$ cat config.mk
export PLATFORM = sky130hd
export DESIGN_NAME = sysid_regbank_uptime
export DESIGN_NICKNAME = d
export VERILOG_FILES = /design/src/rtl/sysid_regbank_uptime.sv
export SDC_FILE = /design/constraint.sdc
export NUM_CORES = 1
export LEC_CHECK = 0
export BUFFER_PORTS_ARGS = -buffer_cell sky130_fd_sc_hd__buf_4
export CAP_MARGIN = 20
export CORE_ASPECT_RATIO = 1.2
export CORE_MARGIN = 5
export CORE_UTILIZATION = 40
export DETAILED_ROUTE_END_ITERATION = 8
export GPL_ROUTABILITY_DRIVEN = 0
export GPL_TIMING_DRIVEN = 0
export MAX_ROUTING_LAYER = met4
export SYNTH_ARGS = -nofsm -noshare
export SYNTH_HDL_FRONTEND = slang
export SYNTH_SLANG_ARGS = --single-unit
$ cat constraint.sdc
create_clock -name clock -period 2.81 [get_ports clock]
set_clock_uncertainty 0.1 [all_clocks]
set_input_delay 0.562 -clock clock [delete_from_list [all_inputs] [get_ports clock]]
set_output_delay 0.562 -clock clock [all_outputs]
set_load 0.01 [all_outputs]
$ cat src/rtl/sysid_regbank_uptime.sv
// System-ID register bank with a prescaled uptime counter.
// Avalon-MM slave: identity words, scratch, coherent 64-bit uptime snapshot.
//
// Ports:
//   clock          system clock, all logic on the rising edge
//   reset_n        synchronous active-low reset
//   address[2:0]   word address
//   read, write    Avalon strobes, no waitrequest; read wins over write
//   writedata[31:0]
//   readdata[31:0] registered read data, latency 1
//   readdatavalid  high one cycle after an accepted read
//
// Register map:
//   0 ID  1 TIMESTAMP  2 BUILD_INFO  3 SCRATCH (R/W)
//   4 UPTIME_LO (captures high word into shadow)  5 UPTIME_HI (shadow)
//   6 CTRL: bit0 enable (R/W), bit1 clear (write-1 pulse)  7 reserved
//
// UPTIME_W must lie in 33..64 and PRESCALE in 1..65535.

module sysid_regbank_uptime #(
    parameter logic [31:0] SYSID_ID        = 32'h0000_0000,
    parameter logic [31:0] SYSID_TIMESTAMP = 32'h0000_0000,
    parameter logic [31:0] BUILD_INFO      = 32'h0001_0000,
    parameter logic [31:0] SCRATCH_RESET   = 32'h0000_0000,
    parameter int unsigned UPTIME_W        = 64,
    parameter int unsigned PRESCALE        = 1
) (
    input  logic        clock,
    input  logic        reset_n,
    input  logic [2:0]  address,
    input  logic        read,
    input  logic        write,
    input  logic [31:0] writedata,
    output logic [31:0] readdata,
    output logic        readdatavalid
);

    localparam int PW = 16;
    localparam logic [PW-1:0] PRESC_MAX = PW'(PRESCALE - 1);

    localparam logic [2:0] A_ID      = 3'd0;
    localparam logic [2:0] A_TSTAMP  = 3'd1;
    localparam logic [2:0] A_BUILD   = 3'd2;
    localparam logic [2:0] A_SCRATCH = 3'd3;
    localparam logic [2:0] A_UP_LO   = 3'd4;
    localparam logic [2:0] A_UP_HI   = 3'd5;
    localparam logic [2:0] A_CTRL    = 3'd6;

    logic [PW-1:0]       presc;
    logic [UPTIME_W-1:0] uptime;
    logic [31:0]         hi_shadow;
    logic [31:0]         scratch;
    logic                enable;

    logic                wr_acc;
    logic                clr;
    logic                tick;
    logic [63:0]         up_ext;
    logic [31:0]         rd_mux;

    // A write coinciding with a read is dropped.
    always_comb begin
        wr_acc = write & ~read;
        clr    = wr_acc && (address == A_CTRL) && writedata[1];
        tick   = enable && (presc == PRESC_MAX);
        // Zero-extend so the high word is well defined for any width.
        up_ext = 64'(uptime);
    end

    always_comb begin
        rd_mux = '0;
        case (address)
            A_ID:      rd_mux = SYSID_ID;
            A_TSTAMP:  rd_mux = SYSID_TIMESTAMP;
            A_BUILD:   rd_mux = BUILD_INFO;
            A_SCRATCH: rd_mux = scratch;
            A_UP_LO:   rd_mux = up_ext[31:0];
            A_UP_HI:   rd_mux = hi_shadow;
            A_CTRL:    rd_mux = {31'b0, enable};
            default:   rd_mux = '0;
        endcase
    end

    // Bus side: registered read port, scratch and control.
    always_ff @(posedge clock) begin
        if (!reset_n) begin
            readdata      <= '0;
            readdatavalid <= 1'b0;
            hi_shadow     <= '0;
            scratch       <= SCRATCH_RESET;
            enable        <= 1'b1;
        end else begin
            readdatavalid <= read;
            if (read) begin
                readdata <= rd_mux;
                // Snapshot the pre-increment high word alongside the low word.
                if (address == A_UP_LO) begin
                    hi_shadow <= up_ext[63:32];
                end
            end
            if (wr_acc && (address == A_SCRATCH)) begin
                scratch <= writedata;
            end
            if (wr_acc && (address == A_CTRL)) begin
                enable <= writedata[0];
            end
        end
    end

    // Uptime: prescaler divides the clock, counter wraps silently.
    always_ff @(posedge clock) begin
        if (!reset_n) begin
            presc  <= '0;
            uptime <= '0;
        end else if (clr) begin
            presc  <= '0;
            uptime <= '0;
        end else if (enable) begin
            if (tick) begin
                presc  <= '0;
                uptime <= uptime + UPTIME_W'(1);
            end else begin
                presc  <= presc + PW'(1);
            end
        end
    end

endmodule

==> impl_results.md, run 1 <==
- Ports: 72
- CP max-delay cell: nand4_1
- Site Rows: 57
- Max Freq: between 300 and 400 MHz
- Unrepaired setup endpoints after global routing: true
- Area of the core: 20100 um2
- Sequential-to-total area share from yosys stat: 0.440
- Synthesized Nets: approximately 1000
- Number of routed nets with antenna violations: 0
- Gr usage total: 0.192
- Initial core utilization: 0.403
- Slew headroom: 0.347
- Congestion Overflow GR: 0
- Worst-path maximum fanout: 10
- Maximum buffer depth of the clock tree: 2
- Port Buffers: 70
- Setup Viol. Count Final: 0
- Switching Power: 1.16 mW
- CP arrival: about 2900 ps
- Layout area overhead: 18.1%
- TNS Setup: 0 ps
- Crit path required time: 3010 ps
- Mapped cell area: 8110 um2
- CP cell instances: inv_1 -> ha_1 -> nor4b_2 -> nand4_1 -> clkbuf_1 -> nor3_1 -> xnor2_1 -> nor2_1
- Outcome: complete, no violations
- Synth area leader: dfxtp_1
- Post-synth top area share: 0.440
- Setup WS post-layout: 100 ps
- # Max-Cap Violations: 0
- Post-DP HPWL: between 15000 and 20000 um
- CTS sink count: 178
- Wire per inst: 15.7 um
- Post-synth ARST share: 0
- Power density cells: 524 nW/um2
- Top_reg_cell synth: dfxtp_1
- Crit end category: flop
- Nets: ~1100
- Skew-Pair Late Insertion Delay: 430 ps
- Avg Synthesized Cell Area: between 8 and 9 um2
- Chip width: 140 um
- Initial antenna violation count: 1
- Share of post-route cells with drive strength above 1: 0.113
- Largest net degree at the start of global routing: 17
- Height of the die: 166 um
- Clk root buf: clkbuf_16
- Final worst path period share: 0.964
- Pins Over Slew Limit: 0
- Post-synth cell types: 45
- Area of the multi-input gates: between 4000 and 5000 um2
- WP buf/inv: 2
- Drt pass-1 iters: 4
- WS Path Type: flop to flop
- Syn Inst Count: 1000
- Crit path launch: presc[0]
- Vias in the first global route: roughly 7000
- Tmin final: between 2000 and 3000 ps
- Yosys warning count: 0
- Full die area: ~23000 um2
- Synth area leaders: dfxtp_1, nand2_1, a21boi_0
- Most frequent cell after synthesis: dfxtp_1
- DR DRC count: 0
- CTS tree: done
- Leakage Power: about 3.1 nW
- Hold WC Path Type: input pin to flop
- Worst r2r src: presc[0]
- Net Sw Frac: 0.232
- Vias: 7132
- Filler instances: 2001
- H-Tree Depth: 4
- Post-Route WL: 21600 um
- Place WS: -142 ps
- CTS Buf Count: 17
- Most frequent cells after synthesis: dfxtp_1, nand2_1, a21oi_1
- Final Hold Fails: 0
- Slew @ Worst Pin: between 900 and 1000 ps
- Worst min-delay path startpoint: writedata[10]
- CP peak stage delay: 590 ps
- Number of synthesized register bits: 178
- Peak VDD IR: approximately 0.40 mV
- First-pass GRT wire length: 35500 um
- CP startpoint kind: flop
- Via density: 5.20
- Combinational share of power: 0.047
- Register area: 3560 um2
- Cell family with most CP delay: simple AND/OR/NAND/NOR gates
- Register share of total power: 0.508
- P_int: 3.85 mW
- Clock-pin slew on the worst setup and hold paths: about 70 ps
- Number of flops mapped to enable cells by yosys: 0
- Clock Power Share: 0.445
- DRT iter0 DRCs: 400
[layout by cell type, fill, tap and decap left out, types with 6 or more instances in the layout]
cell type	count
buf_1	7
nor4_1	14
nor3_1	13
a21oi_1	74
nand3_1	25
nor2_1	73
and2_1	32
nand2_1	169
a21boi_0	59
mux2i_1	34
or4_1	17
nand4_1	27
dfxtp_1	178
xor2_1	12
xnor2_1	22
o31ai_1	16
o22ai_1	32
inv_1	48
clkbuf_1	49
buf_4	75
o21ai_0	26
or3_1	25
a21boi_1	6
clkbuf_16	17
[layer usage]
| metal | part of all wire | up-vias | global-route usage |
|---|---|---|---|
| li1 | - | 3660 | - |
| met1 | 0.45 | 3276 | 0.239 |
| met2 | 0.48 | 155 | 0.311 |
| met3 | 0.044 | 41 | 0.0357 |
| met4 | 0.026 | 0 | 0.0700 |
| met5 | 0 | - | - |
[repair_timing]
| action | CTS | global route |
|---|---|---|
| resized for setup | 1 | 8 |
| hold endpoints to repair | 0 | 0 |
| hold buffers | 0 | 0 |
| endpoints found under the setup margin | 10 | 23 |
| buffers inserted | 2 | 3 |
| pin swaps | 0 | 2 |
| gates cloned | 0 | 0 |
[kinds of logic (layout without fill, tap and decap cells)]
family	Yosys count	count (layout)	share of synthesized area
simple gates	421	421	0.256
compound gates	220	220	0.169
flops	178	178	0.440
buf+inv	110	216	0.0525
xor+xnor	34	34	0.0367
mux	34	34	0.0420
fa+ha+maj	3	3	0.00463
other cells	0	1	0
[area by class of cell]
class	instances	area share
clock buffers	19	0.0452
repair buffers	76	0.0593
inverters	48	0.0188
diodes	1	0.000261
flip-flops and latches	178	0.372
multi-input cells	712	0.432
well taps	265	0.0346
clock inverters	11	0.0112
plain buffers	62	0.0260
[registers in the layout, indices dropped and copies added (netlist names)]
name           cells
readdatavalid      1
presc             16
up_ext            64
readdata          32
hi_shadow         32
enable             1
scratch           32
[final timing paths]
path / depth (start not counted) / end / slack [ps]
setup / recovery: 8 / up_ext[15] / 100
hold / removal: 3 / scratch[10] / 290
setup reg to reg: 8 / up_ext[15] / 100
hold reg to reg: 2 / hi_shadow[30] / 360
[power groups by stage]
stage / clock, mW / sequential [mW] / combinational (mW)
after CTS: 2.27 / 2.55 / 0.238
after global placement: 0 / 2.60 / 0.237
after detailed placement: 0 / 2.60 / 0.237
final: 2.23 / 2.55 / 0.235
after global routing: 2.38 / 2.55 / 0.259
after floorplan: 0 / 2.60 / 0.131
[stage by stage]
| step | utilization | instance area [um2] | cells | total power [mW] | hold WS [ps] |
|---|---|---|---|---|---|
| 2_1_floorplan | - | 8110 | 1000 | 2.73 | 335 |
| 3_3_place_gp | 0.446 | 8960 | 1335 | 2.84 | 351 |
| 3_5_place_dp | 0.446 | 8960 | 1335 | 2.84 | 357 |
| 4_1_cts | 0.473 | 9520 | 1367 | 5.06 | 280 |
| 5_1_grt | 0.476 | 9570 | 1372 | 5.18 | 285 |
| 6_report | 0.476 | 9570 | 1372 | 5.01 | 292 |
[worst reg2reg max path, stage by stage, from the launching register on]
cell and delay [ps]:
dfxtp_1 350, inv_1 110, ha_1 160, nor4b_2 260, nand4_1 590, clkbuf_1 450
nor3_1 330, xnor2_1 170, nor2_1 60
Note: power is estimated with default switching activity, not from simulation.
==> run 2, diff against run 1 <==
CORE_UTILIZATION = 30   (was 40)
PLACE_DENSITY_LB_ADDON = 0.15   (was not set)
==> run 2 against run 1 <==
Worst hold slack got worse by 3.1 ps; final area is 1.6% higher; critical path type unchanged; flip-flop and latch count did not move; highest routed layer unchanged; global-route usage down 3.2 points.
==> impl_results.md, run 2 (synthesis gave the netlist of run 1 again) <==
- Antenna diode count: 0 (-1)
- Crit end category: flop
- Height of the die: 190 um (+15%)
- Ports: 72 (unchanged)
- # Max-Cap Violations: 0 (unchanged)
- CTS Hold Bufs: 0 (unchanged)
- Peak VDD IR: 0.436 mV (+8.4%)
- Skew-Pair Late Insertion Delay: 440 ps (about the same)
- Initial antenna violation count: 0 (-1)
- Crit path launch: presc[0]
- Post-Route WL: 23300 um (+8.3%)
- DRT iter0 DRCs: 397 (-0.75%)
- Outcome: complete, no violations
- Port Buffers: 70 (unchanged)
- Via density: 4.86 (-6.6%)
- Pins Over Slew Limit: 0 (unchanged)
- Site Rows: 66 (+16%)
- CTS sink count: 178 (unchanged)
- Final Total Pwr: 5.11 mW (+1.9%)
- Commonest non-fill, non-tap cells in the layout: dfxtp_1, nand2_1, buf_4, a21oi_1, nor2_1
- Clk root buf: clkbuf_16
- Drt pass-1 iters: 4 (unchanged)
- Area of the core: 26900 um2 (+34%)
- H-Tree Depth: 4 (unchanged)
- CTS tree: done
- Congestion Overflow GR: 0 (unchanged)
- Setup Viol. Count Final: 0 (unchanged)
- Layout area overhead: 20.0%
- Nets: 1141 (+0.35%)
- DR DRC count: 0 (unchanged)
- Largest net degree at the start of global routing: 17 (unchanged)
- Most common cell after layout, fill and taps aside: dfxtp_1
- CP max-delay cell: or4_1
- Filler instances: 2849 (+42%)
- CP startpoint kind: flop
- Share of post-route cells with drive strength above 1: 0.120 (+0.00658)
- Full die area: 30400 um2 (+31%)
- Design area: 9730 um2 (+1.6%)
- Slew headroom: 0.428 (+0.0802)
- Maximum buffer depth of the clock tree: 2 (unchanged)
- CP peak stage delay: 460 ps (-130 ps)
- Reg2Reg Capture Point: up_ext[56]
- Worst r2r src: presc[0]
- Vias: 7053 (-1.1%)
- Hold Path Cell Cnt: 3 (unchanged)
- Number of routed nets with antenna violations: 0 (unchanged)
- Initial core utilization: 0.301 (-0.102)
- Register area: 3560 um2 (unchanged)
- Crit path required time: 3070 ps (+60 ps)
- Vias in the first global route: 7042 (+1.0%)
- Chip width: 160 um (+14%)
- Final worst path period share: 0.935 (-0.0296)
- Tmin final: 2630 ps (-83.1 ps)
- Leakage Power: 3.15 nW (+1.2%)
- Final core utilization: 0.361 (-0.115)
- Clock-pin slew on the worst setup and hold paths: 70 ps (about the same)
- Final Hold Fails: 0 (unchanged)
- Gr usage total: 0.160 (-0.0323)
- Power density cells: 525 nW/um2 (+0.27%)
- Wire per inst: 16.1 um (+2.3%)
- CTS Buf Count: 17 (unchanged)
- Post-DP HPWL: 17700 um (+7.7%)
- CP arrival: 2890 ps (-20 ps)
- First-pass GRT wire length: 37900 um (+6.7%)
- Setup WS post-layout: 183 ps (+83.1 ps)
- Hold WC Path Type: input pin to flop
- Area of the multi-input gates: 4150 um2 (+0.21%)
- Placed cell area: 9060 um2 (+1.1%)
- Largest register FFs: 64 (unchanged)
- Place WS: -174 ps (-31.9 ps)
- Worst-path maximum fanout: 10 (unchanged)
- R2R setup slack: 180 ps (+80 ps)
- Slew @ Worst Pin: 857 ps (-120 ps)
- R2r worst-path depth: 9 (+1)
- Max Freq: 381 MHz (+3.2%)
- Worst min-delay path startpoint: writedata[14]
- WS Path Type: flop to flop
- Hold EP: scratch[14]
- CP cell instances: inv_1 -> ha_1 -> nor4b_4 -> and4_4 -> buf_6 -> nand4_1 -> buf_4 -> or4_1 -> a21oi_1
[run 2: cell types whose count changed in the layout (fill, tap and decap cells not counted), sizes merged]
cell,delta
clkinvlp,+1
clkinv,+1
diode,-1
clkbuf,-1
buf,+6
inv,-1
[run 2: cell type report]
type                    count  share of cell area
clock inverters            12              0.0111
clock buffers              20              0.0469
plain buffers              62              0.0257
repair buffers             80              0.0615
inverters                  48              0.0185
flip-flops and latches    178               0.366
multi-input cells         712               0.426
well taps                 340              0.0437
[run 2: what timing repair did]
action                     in CTS  in global routing
setup endpoints to repair      13                 16
buffers inserted                7                  2
pin swaps                       1                  1
resized for setup               0                 13
[run 2: routing by layer]
metal  vias to the layer above  track usage  wire [um]
met1                      3217        0.193      10800
met2                       126        0.268      11200
li1                       3675            -          -
met5                         -            -          0
met3                        35       0.0301        857
met4                         0       0.0573        510
[run 2: through the flow]
stage / setup TNS (ps) / hold slack [ps] / cells
global route: -34.2 / 277 / 1452
CTS: 0 / 272 / 1450
global placement: -8580 / 351 / 1410
finish: 0 / 289 / 1452
floorplan: 0 / 335 / 1000
detailed placement: -4930 / 357 / 1411
[run 2: worst max-delay path by stage]
stage	to	slack, ps	cells past startpoint
floorplan	up_ext[58]	660	9
global placement	up_ext[38]	-200	9
detailed placement	up_ext[32]	-170	7
CTS	up_ext[58]	5	10
global route	up_ext[56]	-20	9
finish	up_ext[56]	180	9
[run 2: where the power goes]
group	switching, mW	internal (mW)	leakage (nW)	total, mW
sequential	0.0102	2.54	1.43	2.55
clock	1.05	1.27	0.273	2.32
combinational	0.145	0.0943	1.45	0.240
total	1.21	3.90	3.15	5.11
[run 2: worst max-delay path: cells and delay by family, from the launching register on]
kind                     cells  cell delay [ps]
AND/OR/NAND/NOR              4             1250
buffers and inverters        3              530
flip-flops                   1              350
adder cells (fa/ha/maj)      1              190
AO/OA/AOI/OAI                1              150
==> run 3, diff against run 2 <==
REMOVE_ABC_BUFFERS = 1   (was not set)
==> run 3 against run 2 <==
Critical path depth is 2 lower; register-to-register slack better by 70 ps; first-iteration DRC count is 1.3% lower; via count is 0.68% lower; critical path type unchanged; highest routed layer unchanged.
==> impl_results.md, run 3 (synthesis gave the netlist of run 1 again) <==
- Outcome: complete, no violations
- WS Path Type: flop to flop
- CP arrival: 2820 ps (-70 ps)
- Placed cell area: 8970 um2 (-1.1%)
- Largest register FFs: 64 (unchanged)
- Clock-pin slew on the worst setup and hold paths: 60 ps (about the same)
- CP startpoint kind: flop
- Ports: 72 (unchanged)
- DR DRC count: 0 (unchanged)
- Dpl cells: 1358 (-3.8%)
- Finished Layout Cells: 1403 (-3.4%)
- Vias in the first global route: 6804 (-3.4%)
- H-Tree Depth: 4 (unchanged)
- Power density cells: 524 nW/um2 (-0.27%)
- Met2 wire len: 10200 um (-8.8%)
- Layout area overhead: 19.5%
- Gr usage total: 0.151 (-0.00836)
- Unrepaired setup endpoints after global routing: false
- CP max-delay cell: or4_1
- Worst-path maximum fanout: 23 (+13)
- Nets: 1094 (-4.1%)
- Crit path launch: presc[0]
- Port Buffers: 71 (+1.4%)
- Slew headroom: 0.389 (-0.0386)
- Chip width: 160 um (unchanged)
- Hold WC Path Type: input pin to flop
- Area of the core: 26900 um2 (unchanged)
- Peak VDD IR: 0.262 mV (-40%)
- WL met1: 10800 um (+0.30%)
- Fin Hold WS: 277 ps (-11.9 ps)
- Largest net degree at the start of global routing: 101 (+84)
- CP peak stage delay: 570 ps (+110 ps)
- Full die area: 30400 um2 (unchanged)
- Top sig layer: met4
- Slew @ Worst Pin: 917 ps (+59.7 ps)
- Worst min-delay path startpoint: writedata[0]
- Share of post-route cells with drive strength above 1: 0.132 (+0.0121)
- Place WS: -512 ps (-338 ps)
- Number of routed nets with antenna violations: 0 (unchanged)
- First-pass GRT wire length: 36500 um (-3.5%)
- Wire per inst: 15.6 um (-3.0%)
- Crit path required time: 3070 ps (about the same)
- Register area: 3560 um2 (unchanged)
- Skew-Pair Late Insertion Delay: 430 ps (about the same)
- # Max-Cap Violations: 0 (unchanged)
- CTS sink count: 178 (unchanged)
- Hold Path Cell Cnt: 3 (unchanged)
- Initial core utilization: 0.301 (unchanged)
- Final Hold Fails: 0 (unchanged)
- Filler instances: 2822 (-0.95%)
- R2r worst-path depth: 7 (-2)
- Post-Route WL: 21900 um (-6.3%)
- Leakage Power: 3.15 nW (about the same)
- Congestion Overflow GR: 0 (unchanged)
- TNS Setup: 0 ps (unchanged)
- Design area: 9690 um2 (-0.40%)
- Crit end category: flop
- Setup Viol. Count Final: 0 (unchanged)
- DRT iter0 DRCs: 392 (-1.3%)
- Metal3 WL: 546 um (-36%)
- Tmin final: 2560 ps (-68.5 ps)
- CTS tree: done
- Site Rows: 66 (unchanged)
- R2R setup slack: 250 ps (+70 ps)
- Hold EP: enable
- Final worst path period share: 0.910 (-0.0244)
- Pins Over Slew Limit: 0 (unchanged)
- Vias: 7005 (-0.68%)
- Clk root buf: clkbuf_16
- Height of the die: 190 um (unchanged)
- Commonest non-fill, non-tap cells in the layout: dfxtp_1, nand2_1, buf_4, a21oi_1, nor2_1
- Maximum buffer depth of the clock tree: 2 (unchanged)
- CP cell instances: inv_1 -> ha_1 -> nor4b_2 -> and4_2 -> nand3_4 -> or4_1 -> a21oi_1
- Most common cell after layout, fill and taps aside: dfxtp_1
- Area of the multi-input gates: 4200 um2 (+1.2%)
- Drt pass-1 iters: 5 (+1)
- Setup WS post-layout: 252 ps (+68.5 ps)
- Via density: 4.99 (+2.8%)
- CTS Buf Count: 17 (unchanged)
- Post-DP HPWL: 14500 um (-18%)
- Worst r2r src: presc[0]
- Initial antenna violation count: 0 (unchanged)
- Reg2Reg Capture Point: up_ext[48]
- Max Freq: 391 MHz (+2.7%)
- Antenna diode count: 0 (unchanged)
[run 3: cell types whose count changed in the layout (fill, tap and decap cells not counted), moves of 3 or more]
cell / before / now
clkbuf_1: 49 / 4
buf_1: 7 / 0
buf_4: 80 / 86
buf_2: 5 / 0
buf_8: 0 / 4
buf_12: 0 / 3
[run 3: metrics by stage]
step	total power [mW]	utilization
detailed placement	2.84	0.333
global route	5.28	0.360
CTS	5.16	0.358
global placement	2.82	0.328
floorplan	2.69	-
finish	5.07	0.360
[run 3: repair_timing]
item / in CTS / in global routing
setup buffers: 10 / 4
pin swaps: 5 / 1
cloned: 1 / 0
endpoints found under the setup margin: 53 / 37
hold buffers: 0 / 0
resized for setup: 2 / 4
[run 3: final cells by class]
cell class | count | area share
Multi-Input combinational cell | 713 | 0.433
Sequential cell | 178 | 0.368
Timing Repair Buffer | 94 | 0.0802
Clock buffer | 25 | 0.0511
Tap cell | 340 | 0.0439
Inverter | 48 | 0.0186
Clock inverter | 5 | 0.00542
[run 3: critical path: cells and delay by family (launching register included)]
| family | cells | cell delay (ps) |
|---|---|---|
| compound gates | 1 | 150 |
| fa+ha+maj | 1 | 150 |
| buf+inv | 1 | 110 |
| flops | 1 | 350 |
| simple gates | 4 | 1610 |
[run 3: where the power goes]
group          leakage [nW]  switching (mW)  internal, mW
sequential             1.43          0.0111          2.54
clock                 0.269           0.982          1.30
combinational          1.45           0.143        0.0977
[run 3: worst max-delay path by stage]
stage                  end  slack, ps
2_1_floorplan   scratch[0]       -760
3_3_place_gp   scratch[26]      -3600
3_5_place_dp      presc[6]       -510
4_1_cts         up_ext[48]         80
5_1_grt         up_ext[48]         40
6_report        up_ext[48]        250
[run 3: metal layers]
layer,global-route usage,vias up
li1,-,3562
met1,0.199,3364
met2,0.239,63
met3,0.0293,16
met4,0.0440,0
met5,-,-
